===== src/rtl/hop_scheduler.sv =====
// hop_scheduler: game-flow controller for the vertical scroll datapath.
//
// Conditions the raw hop/start buttons (2-flop sync + debounce + one-cycle
// press strobe), keeps a small queue of hop requests and holds scroll_en high
// for exactly HOP_FRAMES frame_tick pulses per queued hop. Also tracks the
// game state and a saturating score of completed hops.
//
// Ports:
//   clk        in   1   system clock (25 MHz pixel clock)
//   rst_n      in   1   asynchronous active-low reset
//   btn_hop    in   1   raw hop button, asynchronous to clk
//   btn_start  in   1   raw start button, asynchronous to clk
//   frame_tick in   1   one-cycle strobe per video frame
//   collision  in   1   collision level from the render logic
//   scroll_en  out  1   move enable to the scroll datapath (high in HOP)
//   game_state out  2   FSM state: 0=IDLE 1=RUN 2=HOP 3=DEAD
//   pending    out  2   number of queued hops
//   score      out  10  completed hops, saturating at SCORE_MAX
//
// Interface timing: frame_tick and the internal press strobes are single-cycle
// pulses with no back-pressure; an event is consumed on the clock edge where
// its strobe is high, and there is no way to stall or retry it.

module hop_debounce #(
  parameter int DB_CYCLES = 250000
) (
  input  logic clk,
  input  logic rst_n,
  input  logic raw,
  output logic press
);

  localparam int CW = (DB_CYCLES > 1) ? $clog2(DB_CYCLES) : 1;
  localparam logic [CW-1:0] CNT_LAST = CW'(DB_CYCLES - 1);

  logic          sync1;
  logic          sync2;
  logic          stable;
  logic          stable_q;
  logic [CW-1:0] cnt;

  always_ff @(posedge clk or negedge rst_n) begin
    if (!rst_n) begin
      sync1    <= 1'b0;
      sync2    <= 1'b0;
      stable   <= 1'b0;
      stable_q <= 1'b0;
      cnt      <= '0;
      press    <= 1'b0;
    end else begin
      sync1 <= raw;
      sync2 <= sync1;
      // Any agreement restarts the window, so bounces shorter than
      // DB_CYCLES never reach the stable value.
      if (sync2 == stable) begin
        cnt <= '0;
      end else if (cnt == CNT_LAST) begin
        stable <= sync2;
        cnt    <= '0;
      end else begin
        cnt <= cnt + 1'b1;
      end
      stable_q <= stable;
      // Rising edge only: a release never produces a press.
      press    <= stable & ~stable_q;
    end
  end

endmodule

module hop_scheduler #(
  parameter int DB_CYCLES  = 250000,
  parameter int HOP_FRAMES = 8,
  parameter int MAX_PEND   = 3,
  parameter int SCORE_MAX  = 999
) (
  input  logic       clk,
  input  logic       rst_n,
  input  logic       btn_hop,
  input  logic       btn_start,
  input  logic       frame_tick,
  input  logic       collision,
  output logic       scroll_en,
  output logic [1:0] game_state,
  output logic [1:0] pending,
  output logic [9:0] score
);

  localparam int FCW = (HOP_FRAMES > 1) ? $clog2(HOP_FRAMES) : 1;
  localparam logic [FCW-1:0] FC_LAST   = FCW'(HOP_FRAMES - 1);
  localparam logic [9:0]     SCORE_LIM = 10'(SCORE_MAX);
  localparam logic [2:0]     PEND_LIM  = 3'(MAX_PEND);

  typedef enum logic [1:0] {
    S_IDLE = 2'd0,
    S_RUN  = 2'd1,
    S_HOP  = 2'd2,
    S_DEAD = 2'd3
  } state_t;

  state_t         state;
  state_t         state_n;
  logic [1:0]     pend_n;
  logic [FCW-1:0] frame_cnt;
  logic [FCW-1:0] frame_cnt_n;
  logic [9:0]     score_n;
  logic           hop_press;
  logic           start_press;
  logic           enq;
  logic           deq;

  hop_debounce #(.DB_CYCLES(DB_CYCLES)) u_db_hop (
    .clk   (clk),
    .rst_n (rst_n),
    .raw   (btn_hop),
    .press (hop_press)
  );

  hop_debounce #(.DB_CYCLES(DB_CYCLES)) u_db_start (
    .clk   (clk),
    .rst_n (rst_n),
    .raw   (btn_start),
    .press (start_press)
  );

  // Queue update: an enqueue and a dequeue in the same cycle cancel out,
  // then the result is clamped so extra presses are dropped. deq is only
  // raised while the queue is non-empty, so the sum never underflows.
  function automatic logic [1:0] next_pend(input logic [1:0] p,
                                           input logic       e,
                                           input logic       d);
    logic [2:0] s;
    s = {1'b0, p} + {2'b00, e} - {2'b00, d};
    if (s > PEND_LIM) s = PEND_LIM;
    return s[1:0];
  endfunction

  always_comb begin
    state_n     = state;
    pend_n      = pending;
    frame_cnt_n = frame_cnt;
    score_n     = score;
    enq         = 1'b0;
    deq         = 1'b0;
    case (state)
      S_IDLE: begin
        if (start_press) begin
          state_n = S_RUN;
          score_n = '0;
          pend_n  = '0;
        end
      end
      S_RUN: begin
        // Collision wins over everything, including a press this cycle.
        if (collision) begin
          state_n = S_DEAD;
          pend_n  = '0;
        end else begin
          enq = hop_press;
          if (pending != 2'd0) begin
            deq         = 1'b1;
            state_n     = S_HOP;
            frame_cnt_n = '0;
          end
          pend_n = next_pend(pending, enq, deq);
        end
      end
      S_HOP: begin
        if (collision) begin
          state_n = S_DEAD;
          pend_n  = '0;
        end else begin
          enq = hop_press;
          if (frame_tick) begin
            if (frame_cnt == FC_LAST) begin
              score_n     = (score >= SCORE_LIM) ? SCORE_LIM : score + 10'd1;
              frame_cnt_n = '0;
              // Chain straight into the next queued hop without leaving HOP,
              // so scroll_en has no gap cycle.
              if (pending != 2'd0) begin
                deq = 1'b1;
              end else begin
                state_n = S_RUN;
              end
            end else begin
              frame_cnt_n = frame_cnt + 1'b1;
            end
          end
          pend_n = next_pend(pending, enq, deq);
        end
      end
      S_DEAD: begin
        if (start_press) begin
          state_n = S_RUN;
          score_n = '0;
          pend_n  = '0;
        end
      end
      default: begin
        state_n = S_IDLE;
      end
    endcase
  end

  always_ff @(posedge clk or negedge rst_n) begin
    if (!rst_n) begin
      state     <= S_IDLE;
      pending   <= '0;
      frame_cnt <= '0;
      score     <= '0;
      scroll_en <= 1'b0;
    end else begin
      state     <= state_n;
      pending   <= pend_n;
      frame_cnt <= frame_cnt_n;
      score     <= score_n;
      // Registered from the next state so it tracks (state == HOP) exactly.
      scroll_en <= (state_n == S_HOP);
    end
  end

  assign game_state = state;

endmodule


===== config.mk =====
export PLATFORM = sky130hd
export DESIGN_NAME = hop_scheduler
export DESIGN_NICKNAME = d
export VERILOG_FILES = /design/src/rtl/hop_scheduler.sv
export SDC_FILE = /design/constraint.sdc
export NUM_CORES = 1
export LEC_CHECK = 0
export BUFFER_PORTS_ARGS = -buffer_cell sky130_fd_sc_hd__buf_2
export CAP_MARGIN = 20
export CORE_UTILIZATION = 50
export DETAILED_ROUTE_END_ITERATION = 7
export PLACE_DENSITY = 0.67
export RECOVER_POWER = 25
export SLEW_MARGIN = 30
export SYNTH_ARGS = -nofsm -noshare
export SYNTH_HDL_FRONTEND = slang
export SYNTH_SLANG_ARGS = --single-unit

===== constraint.sdc =====
create_clock -name clk -period 4.2 [get_ports clk]
set_input_delay 0.42 -clock clk [delete_from_list [all_inputs] [get_ports clk]]
set_output_delay 0.42 -clock clk [all_outputs]
set_load 0.01 [all_outputs]

# Word level (Yosys, flattened, before mapping)
# Index checks and enable logic that the tools add are counted.
# word_totals
ff_bits	64
output_inout_bits	15
word_cells	94
# classes
addsub	7
order_cmp	3
n_eq_ne	15
n_mux	37
n_bitwise	6
n_reduce_logical	9
# ops
op	n
two-way mux 18 bit	4
two-way mux 10 bit	5
adder 18 x 1 -> 18 bit (second input constant)	2
equality test 18 bit (second input constant)	2
two-way mux 2 bit	12
one-hot mux 10 bit (2 select lines)	1
two-way mux 3 bit	5
one-hot mux 2 bit (3 select lines)	2
adder 10 x 1 -> 10 bit (second input constant)	1
greater-or-equal comparator 10 bit (second input constant)	1
inequality test 2 bit (second input constant)	5
AND reduction 5 bit	2
two-way mux 1 bit	7
equality test 2 bit (second input constant)	3
greater-than comparator 3 x 2 -> 1 bit (second input constant)	2
one-hot mux 3 bit (2 select lines)	1
nonzero test 2 bit	3
subtractor 3 x 1 -> 3 bit	2
inverter 1 bit	4
AND reduction 2 bit	2
adder 2 x 1 -> 3 bit	1
adder 3 x 1 -> 3 bit (second input constant)	1
equality test 3 bit (second input constant)	1
bitwise AND 1 bit	2
5 further kinds	6

# Depth between registers and ports, before layout
# Gate-level depths: netlist of run 1.
# logic_depth
word_depth	11
ltp_mapped	9
depth_no_buf	9

# Cells and area by module
# A second synthesis of run 1 with hierarchy kept.
# hier_totals
hier_cells	324
area_unflattened_um2	3383.2
# by_module_without_submodules
module	n_inst	cells_each	area_each_um2
hop_debounce	2	101	1086.0
hop_scheduler	1	122	1211.2

# Worst setup path before layout of run 1
# OpenSTA, ideal clock, no wires.
# synth_path
path_type	reg-to-reg
from	reg state[0], in the netlist game_state[0]
to	reg score[4]
setup_time_ps	95
arrival_time_ps	1807
required_ps	4105
setup_slack_ps	2298
stages_incl_launch_ff	8
path_buffers	1
period_less_slack_ps	1902
path_cell_list	dfrtp_1 inv_1 ha_1 nor2b_1 a211oi_1 buf_2 a21oi_1 o31ai_1
# synth_between
elab_chain_cells	4
word_cells_on_any_way	11
# synth_rtl
element	line	rtl
start: declaration	101	state_t state;
start signal: assignment	213	state <= state_n;
equality test 2 bit / logical NOT 2 bit (equally long branches)	145	case (state)
OR reduction 2 bit (no line)	-	
inequality test 2 x 1 -> 1 bit (no line) / nonzero test 2 bit (equally long branches)	-	
AND reduction 5 bit (no line)	-	
end signal: assignment	216	score <= score_n;
end: declaration	86	output logic [9:0] score
# Parallel ways exist; a longest one is shown, timed or not.
# A chain may end at the register's enable or synchronous reset.

# Final worst setup path of run 1
# layout_path
from	reg state[0], in the netlist game_state[0]
to	reg score[2]
# The elaborated chain is that of the path after synthesis.

==> metrics.csv, run 1 <==
stage,metric,value,unit
status,outcome,finished with violations,
status,violations,"capacitance limit, slew limit",
power_and_ir_drop,seq_power_share,0.409,
global_routing,overflow,0,
die,die_h,83.6,um
run,drv_cap,1,
global_routing,grt_pass1_wl,11000,um
sta,setup_slack,2.06,ns
setup_path,critPathLaunchType,flip-flop,
power_and_ir_drop,clkPwrFrac,0.291,
drt,wl_per_cell,14.2,um
setup_path,path_buf_inv,2,
finish,final_common_cell,dfrtp_1,
finish,fin_cells,436,
finish,drive_gt1_frac,0.139,
finish,layout_common_cells,"dfrtp_1, nor2_1, nand3_1",
sta,rsz0062_at_grt,no,
yosys,synth_edf_count,0,
power_and_ir_drop,powerDensity,487,nW/um^2
finish,fill_cells,529,
power_and_ir_drop,total_power,1.81,mW
power_and_ir_drop,p_sw,597,uW
global_routing,antenna_found_initial,0,
drt,wl,6190,um
cts,cts_buffers,9,
global_routing,globalRoute.busiestLayer,met2,
cts,clock_sink_count,64,
setup_path,reg2regPathDepth,7,
cts,clkTransAtPathRegs,0.07,ns
sta,setup_tns,0,ns
setup_path,cp.depth,7,
setup_path,crit_fanout,14,
sta,slew_headroom,-0.329,
drt,drt_iter0_markers,92,
yosys,yosys.area.top_type_share,0.481,
setup_path,worstPathCellList,inv_1 -> ha_1 -> nor2b_1 -> a211oi_1 -> buf_4 -> o21a_1 -> o22a_1,
setup_path,critPathSlowestCell,ha_1,
global_routing,grt_util_met1,0.260,
power_and_ir_drop,intPower,1.22,mW
yosys,synth_area_leaders,"dfrtp_1, ha_1, xnor2_1",
yosys,netlist_area,3330,um^2
cts,root_buffer,clkbuf_8,
placed_design,dpl.cell_count,418,
sta,hold_viol_final,0,
finish,area_delta_synth_final,11.9,%
yosys,yosysUniqueCellTypes,53,
sta,period_share,0.509,
power_and_ir_drop,p_leak,1.67,nW
die,fp.coreArea,6390,um^2
die,die_area,6980,um^2
sta,holdWs,0.180,ns
placed_design,hpwlAfterDp,4230,um
yosys,synth_seq_area_share,0.481,
global_routing,track_usage,0.197,
die,dieWidth,83.6,um
yosys,synth_area_per_cell,10.2,um^2
cts,cts_hold_buffers,0,
global_routing,use_met3,0.0613,
global_routing,grt_max_degree,37,
worst_hold_path,hp-class,input pin to flip-flop,
power_and_ir_drop,combPwrFrac,0.300,
finish,final_util,0.583,
power_and_ir_drop,ir_worst_vdd,0.000382,V
die,start_util,0.521,
setup_path,arrival,2.37,ns
power_and_ir_drop,switching_share,0.329,
cts,cts_tree,yes,
setup_path,crit_type,flip-flop to flip-flop,
cts,cts_setup_buffers,0,
die,row_count,29,
setup_path,crit_family,adder cells,
sta,setup_violations,0,
setup_path,end_kind,flip-flop,
cts,cts_resized,0,
cts,clk_latency,0.34,ns
yosys,ys_seq_elements,64,
placed_design,gp_congestion,0.749,
die,pin_count,21,
yosys,synth-main-ff-cell,dfrtp_1,
yosys,synth_nets,344,
yosys,yosysWarnings,0,
cts,clk_path_buf_depth,2,
sta,final_max_slew_viol_count,37,
drt,ant_nets,0,
worst_hold_path,hold_depth,1,
finish,num_antenna_cells,0,
placed_design,pre_cts_ws,2.06,ns
yosys,synth-async-reset-ratio,1.00,
global_routing,grt_util_met2,0.310,
drt,vias,2508,
cts,cts_max_level,3,
drt,first_pass_iters,4,
setup_path,cp.required,4.43,ns
drt,vias_per_cell,5.75,
placed_design,portBuffers,20,
yosys,synth_area_leader_cell,dfrtp_1,
global_routing,grt_pass1_vias,2451,
finish,final_area,3720,um^2
sta,final.setup_skew,0.00834,ns
finish,fin_nets,373,
drt,drcViolationCount,0,
sta,fin_crit,2.14,ns
sta,worstMarginPinSlew,1.99,ns
sta,max_freq,467,MHz
yosys,syn_inst,325,
placed_design,placed_area,3510,um^2
setup_path,max_stage_delay,0.54,ns
## per-layer routing
layer  vias up  share of wire
li1       1250              -
met1      1218           0.49
met2        34           0.46
met3         6          0.033
met4         0          0.012
met5         -              0
## state kept, by name (all words and copies together), names as in the netlist
| signal | count |
|---|---|
| u_db_hop.sync2 | 1 |
| game_state | 2 |
| score | 10 |
| u_db_start.sync1 | 1 |
| u_db_start.press | 1 |
| u_db_start.stable | 1 |
| u_db_start.sync2 | 1 |
| u_db_hop.stable_q | 1 |
| scroll_en | 1 |
| u_db_hop.cnt | 18 |
| pending | 2 |
| u_db_hop.press | 1 |
| u_db_start.stable_q | 1 |
| u_db_hop.sync1 | 1 |
| frame_cnt | 3 |
| u_db_start.cnt | 18 |
| u_db_hop.stable | 1 |
## cells in the mapped netlist, types with 3 or more instances
master / instances
nor2b_1: 3
a22o_1: 3
dfrtp_1: 64
xor2_1: 11
o21ai_0: 5
nor4_1: 7
nand3_1: 25
a31oi_1: 4
and3_1: 3
xnor2_1: 17
ha_1: 13
inv_1: 11
or4_1: 7
nand2_1: 21
clkbuf_1: 3
nor2_1: 39
nand4_1: 8
and4_1: 5
nand3b_1: 3
a21oi_1: 17
o31ai_1: 9
nor3_1: 3
## path summary, 6_finish.rpt
kind                                               to  slack [ns]                  startpoint
max                              score[2]$_DFFE_PN0P_        2.06     game_state[0]$_DFF_PN0_
min                          u_db_hop.sync1$_DFF_PN0_        0.18                     btn_hop
max reg2reg                      score[2]$_DFFE_PN0P_        2.06     game_state[0]$_DFF_PN0_
min reg2reg                u_db_start.sync2$_DFF_PN0_        0.34  u_db_start.sync1$_DFF_PN0_
max in group asynchronous  u_db_start.sync1$_DFF_PN0_        2.29                       rst_n
min in group asynchronous    frame_cnt[0]$_DFFE_PN0P_        0.63                       rst_n
## logic make-up after synthesis
group / synth area share
AO/OA/AOI/OAI: 0.129
XOR/XNOR: 0.0737
adder cells (fa/ha/maj): 0.0489
buffers and inverters: 0.0222
flip-flops: 0.481
multiplexers: 0.00677
AND/OR/NAND/NOR: 0.238
## power by group through the flow
stage | registers (mW) | logic (mW) | clock network (mW)
final | 0.742 | 0.544 | 0.527
after detailed placement | 0.755 | 0.547 | 0
after CTS | 0.743 | 0.551 | 0.542
after global placement | 0.751 | 0.536 | 0
after global routing | 0.753 | 0.618 | 0.573
after floorplan | 0.761 | 0.391 | 0
## worst reg2reg max path, delay by kind of cell (launching register included)
family	cells	cell delay, ns
AO/OA/AOI/OAI	3	0.37
adder cells (fa/ha/maj)	1	0.54
buffers and inverters	2	0.26
flip-flops	1	0.42
AND/OR/NAND/NOR	1	0.44
## area by class of cell
type | count | area, um^2 | share of cell area
clock inverters | 3 | 40.0 | 0.0108
clock buffers | 13 | 159 | 0.0427
inverters | 11 | 41.3 | 0.0111
repair buffers | 24 | 133 | 0.0356
well taps | 77 | 96.3 | 0.0259
flip-flops and latches | 64 | 1600 | 0.430
multi-input cells | 244 | 1650 | 0.444
No activity file was read; power rests on OpenSTA's default activity.
==> run 2, diff against run 1 <==
- PLACE_DENSITY: 0.67 -> 0.69
- clock period: 4.2 -> 1.9 ns (I/O delays scaled with it)
==> metrics.csv, run 2 (synthesis results as in run 1) <==
stage,metric,value,unit,change
status,outcome,completed,,
power_and_ir_drop,p_sw,1.44,mW,+140%
placed_design,gp_congestion,0.782,,+4.5%
cts,clk_path_buf_depth,2,,unchanged
drt,vias_per_cell,5.69,,-1.1%
cts,clk_latency,0.34,ns,about the same
global_routing,track_usage,0.207,,+0.0104
setup_path,crit_fanout,3,,-11
finish,drive_gt1_frac,0.198,,+0.0586
drt,wl_per_cell,14.6,um,+2.8%
die,die_h,83.6,um,unchanged
finish,fill_cells,536,,+1.3%
die,start_util,0.521,,unchanged
sta,slew_headroom,0.416,,+0.745
cts,cts_tree,yes,,
sta,setup_slack,0.0578,ns,-2.00 ns
placed_design,portBuffers,20,,unchanged
sta,max_freq,543,MHz,+16%
drt,ant_nets,0,,unchanged
finish,largest_registers,"u_db_hop.cnt (18), u_db_start.cnt (18), score (10)",,
power_and_ir_drop,powerDensity,1140,nW/um^2,+130%
finish,final_common_cell,dfrtp_1,,
cts,cts_buffers,9,,unchanged
setup_path,cp.required,2.13,ns,-2.30 ns
sta,final.setup_skew,0.0131,ns,+0.00481 ns
drt,drcViolationCount,0,,unchanged
cts,clock_sink_count,64,,unchanged
setup_path,critPathSlowestCell,or4_1,,
cts,root_buffer,clkbuf_8,,
cts,cts_max_level,3,,unchanged
die,dieWidth,83.6,um,unchanged
drt,vias,2567,,+2.4%
worst_hold_path,hp-class,input pin to flip-flop,,
die,die_area,6980,um^2,unchanged
power_and_ir_drop,ir_worst_vdd,0.00102,V,+170%
finish,fin_nets,389,,+4.3%
sta,holdWs,0.181,ns,+0.00140 ns
power_and_ir_drop,p_leak,1.75,nW,+5.1%
die,pin_count,21,,unchanged
power_and_ir_drop,clkPwrFrac,0.312,,+0.021
global_routing,grt_max_degree,36,,-2.7%
power_and_ir_drop,intPower,3.09,mW,+150%
drt,drt_iter0_markers,112,,+22%
global_routing,grt_pass1_wl,11600,um,+5.3%
sta,fin_crit,1.84,ns,-0.297 ns
placed_design,hpwlAfterDp,4470,um,+5.6%
finish,layout_common_cells,"dfrtp_1, nor2_1, nand3_1",,
finish,final_util,0.621,,+0.0378
finish,num_antenna_cells,0,,unchanged
sta,hold_viol_final,0,,unchanged
sta,worstMarginPinSlew,0.876,ns,-1.12 ns
die,row_count,29,,unchanged
power_and_ir_drop,switching_share,0.318,,-0.0113
sta,final_max_slew_viol_count,0,,-100%
global_routing,overflow,0,,unchanged
setup_path,end_kind,flip-flop,,
drt,first_pass_iters,4,,unchanged
setup_path,worstPathCellList,ha_2 -> and3_4 -> nand4_4 -> or4_1 -> mux2_2,,
power_and_ir_drop,combPwrFrac,0.327,,+0.027
die,fp.coreArea,6390,um^2,unchanged
setup_path,arrival,2.07,ns,-0.30 ns
setup_path,crit_type,flip-flop to flip-flop,,
global_routing,grt_pass1_vias,2388,,-2.6%
power_and_ir_drop,seq_power_share,0.361,,-0.048
setup_path,critPathLaunchType,flip-flop,,
global_routing,antenna_found_initial,0,,unchanged
run,drv_cap,0,,-1
finish,area_delta_synth_final,19.1,%,
sta,period_share,0.970,,+0.460
drt,wl,6580,um,+6.3%
setup_path,max_stage_delay,0.52,ns,-0.02 ns
sta,setup_violations,0,,unchanged
placed_design,pre_cts_ws,-0.0107,ns,-2.07 ns
cts,clkTransAtPathRegs,0.07,ns,about the same
==> run 2: path summary, 6_finish.rpt <==
check	startpoint	end	slack (ns)	cells after the start
hold reg to reg	u_db_start.sync1$_DFF_PN0_	u_db_start.sync2$_DFF_PN0_	0.35	0
hold / removal	collision	game_state[1]$_DFF_PN0_	0.18	3
min in group asynchronous	rst_n	scroll_en$_DFF_PN0_	0.24	2
setup reg to reg	u_db_hop.cnt[1]$_DFF_PN0_	u_db_hop.stable$_DFFE_PN0P_	0.06	5
setup / recovery	u_db_hop.cnt[1]$_DFF_PN0_	u_db_hop.stable$_DFFE_PN0P_	0.06	5
max in group asynchronous	rst_n	u_db_hop.cnt[8]$_DFF_PN0_	0.51	3
==> run 2: final cells by class <==
cell class,instances,area [um^2],share of cell area
multi-input combinational,244,1730,0.436
sequential,64,1600,0.404
timing repair buffer,40,262,0.0660
clock buffer,12,145,0.0366
tap,77,96.3,0.0243
clock inverter,3,90.1,0.0227
inverter,11,41.3,0.0104
==> run 2: repair_timing <==
action | 4_1_cts | 5_1_grt
resized for setup | 2 | 15
hold buffers | 3 | 0
setup buffers | 1 | 1
setup endpoints to repair | 2 | 8
gates cloned | 0 | 0
pin swaps | 0 | 5
hold endpoints to repair | 66 | 0
==> run 2: stage by stage <==
step	TNS (ns)	cell area (um^2)	power (mW)	std cells
floorplan	0	3330	2.56	325
global placement	0	3620	2.94	431
CTS	0	3900	4.42	450
detailed placement	-0.0107	3620	2.98	431
global route	-0.00770	3960	4.82	451
finish	0	3960	4.53	451
==> run 2: per-layer routing <==
layer,vias up,wire length (um),part of all wire,GRT usage
li1,1279,-,-,-
met1,1237,3140,0.48,0.281
met2,42,3170,0.48,0.323
met3,9,192,0.029,0.0514
met4,0,85,0.013,0.0770
met5,-,0,0,0
==> run 2: worst max-delay path, delay by kind of cell (launching register included) <==
| kind | cells | cell delay [ns] |
|---|---|---|
| flip-flops | 1 | 0.37 |
| multiplexers | 1 | 0.29 |
| adder cells (fa/ha/maj) | 1 | 0.21 |
| AND/OR/NAND/NOR | 3 | 0.87 |
==> run 2: power groups by stage <==
stage	combinational (mW)	sequential, mW	clock, mW
finish	1.48	1.63	1.41
global route	1.65	1.66	1.50
CTS	1.35	1.62	1.44
detailed placement	1.33	1.65	0
global placement	1.30	1.64	0
floorplan	0.879	1.68	0
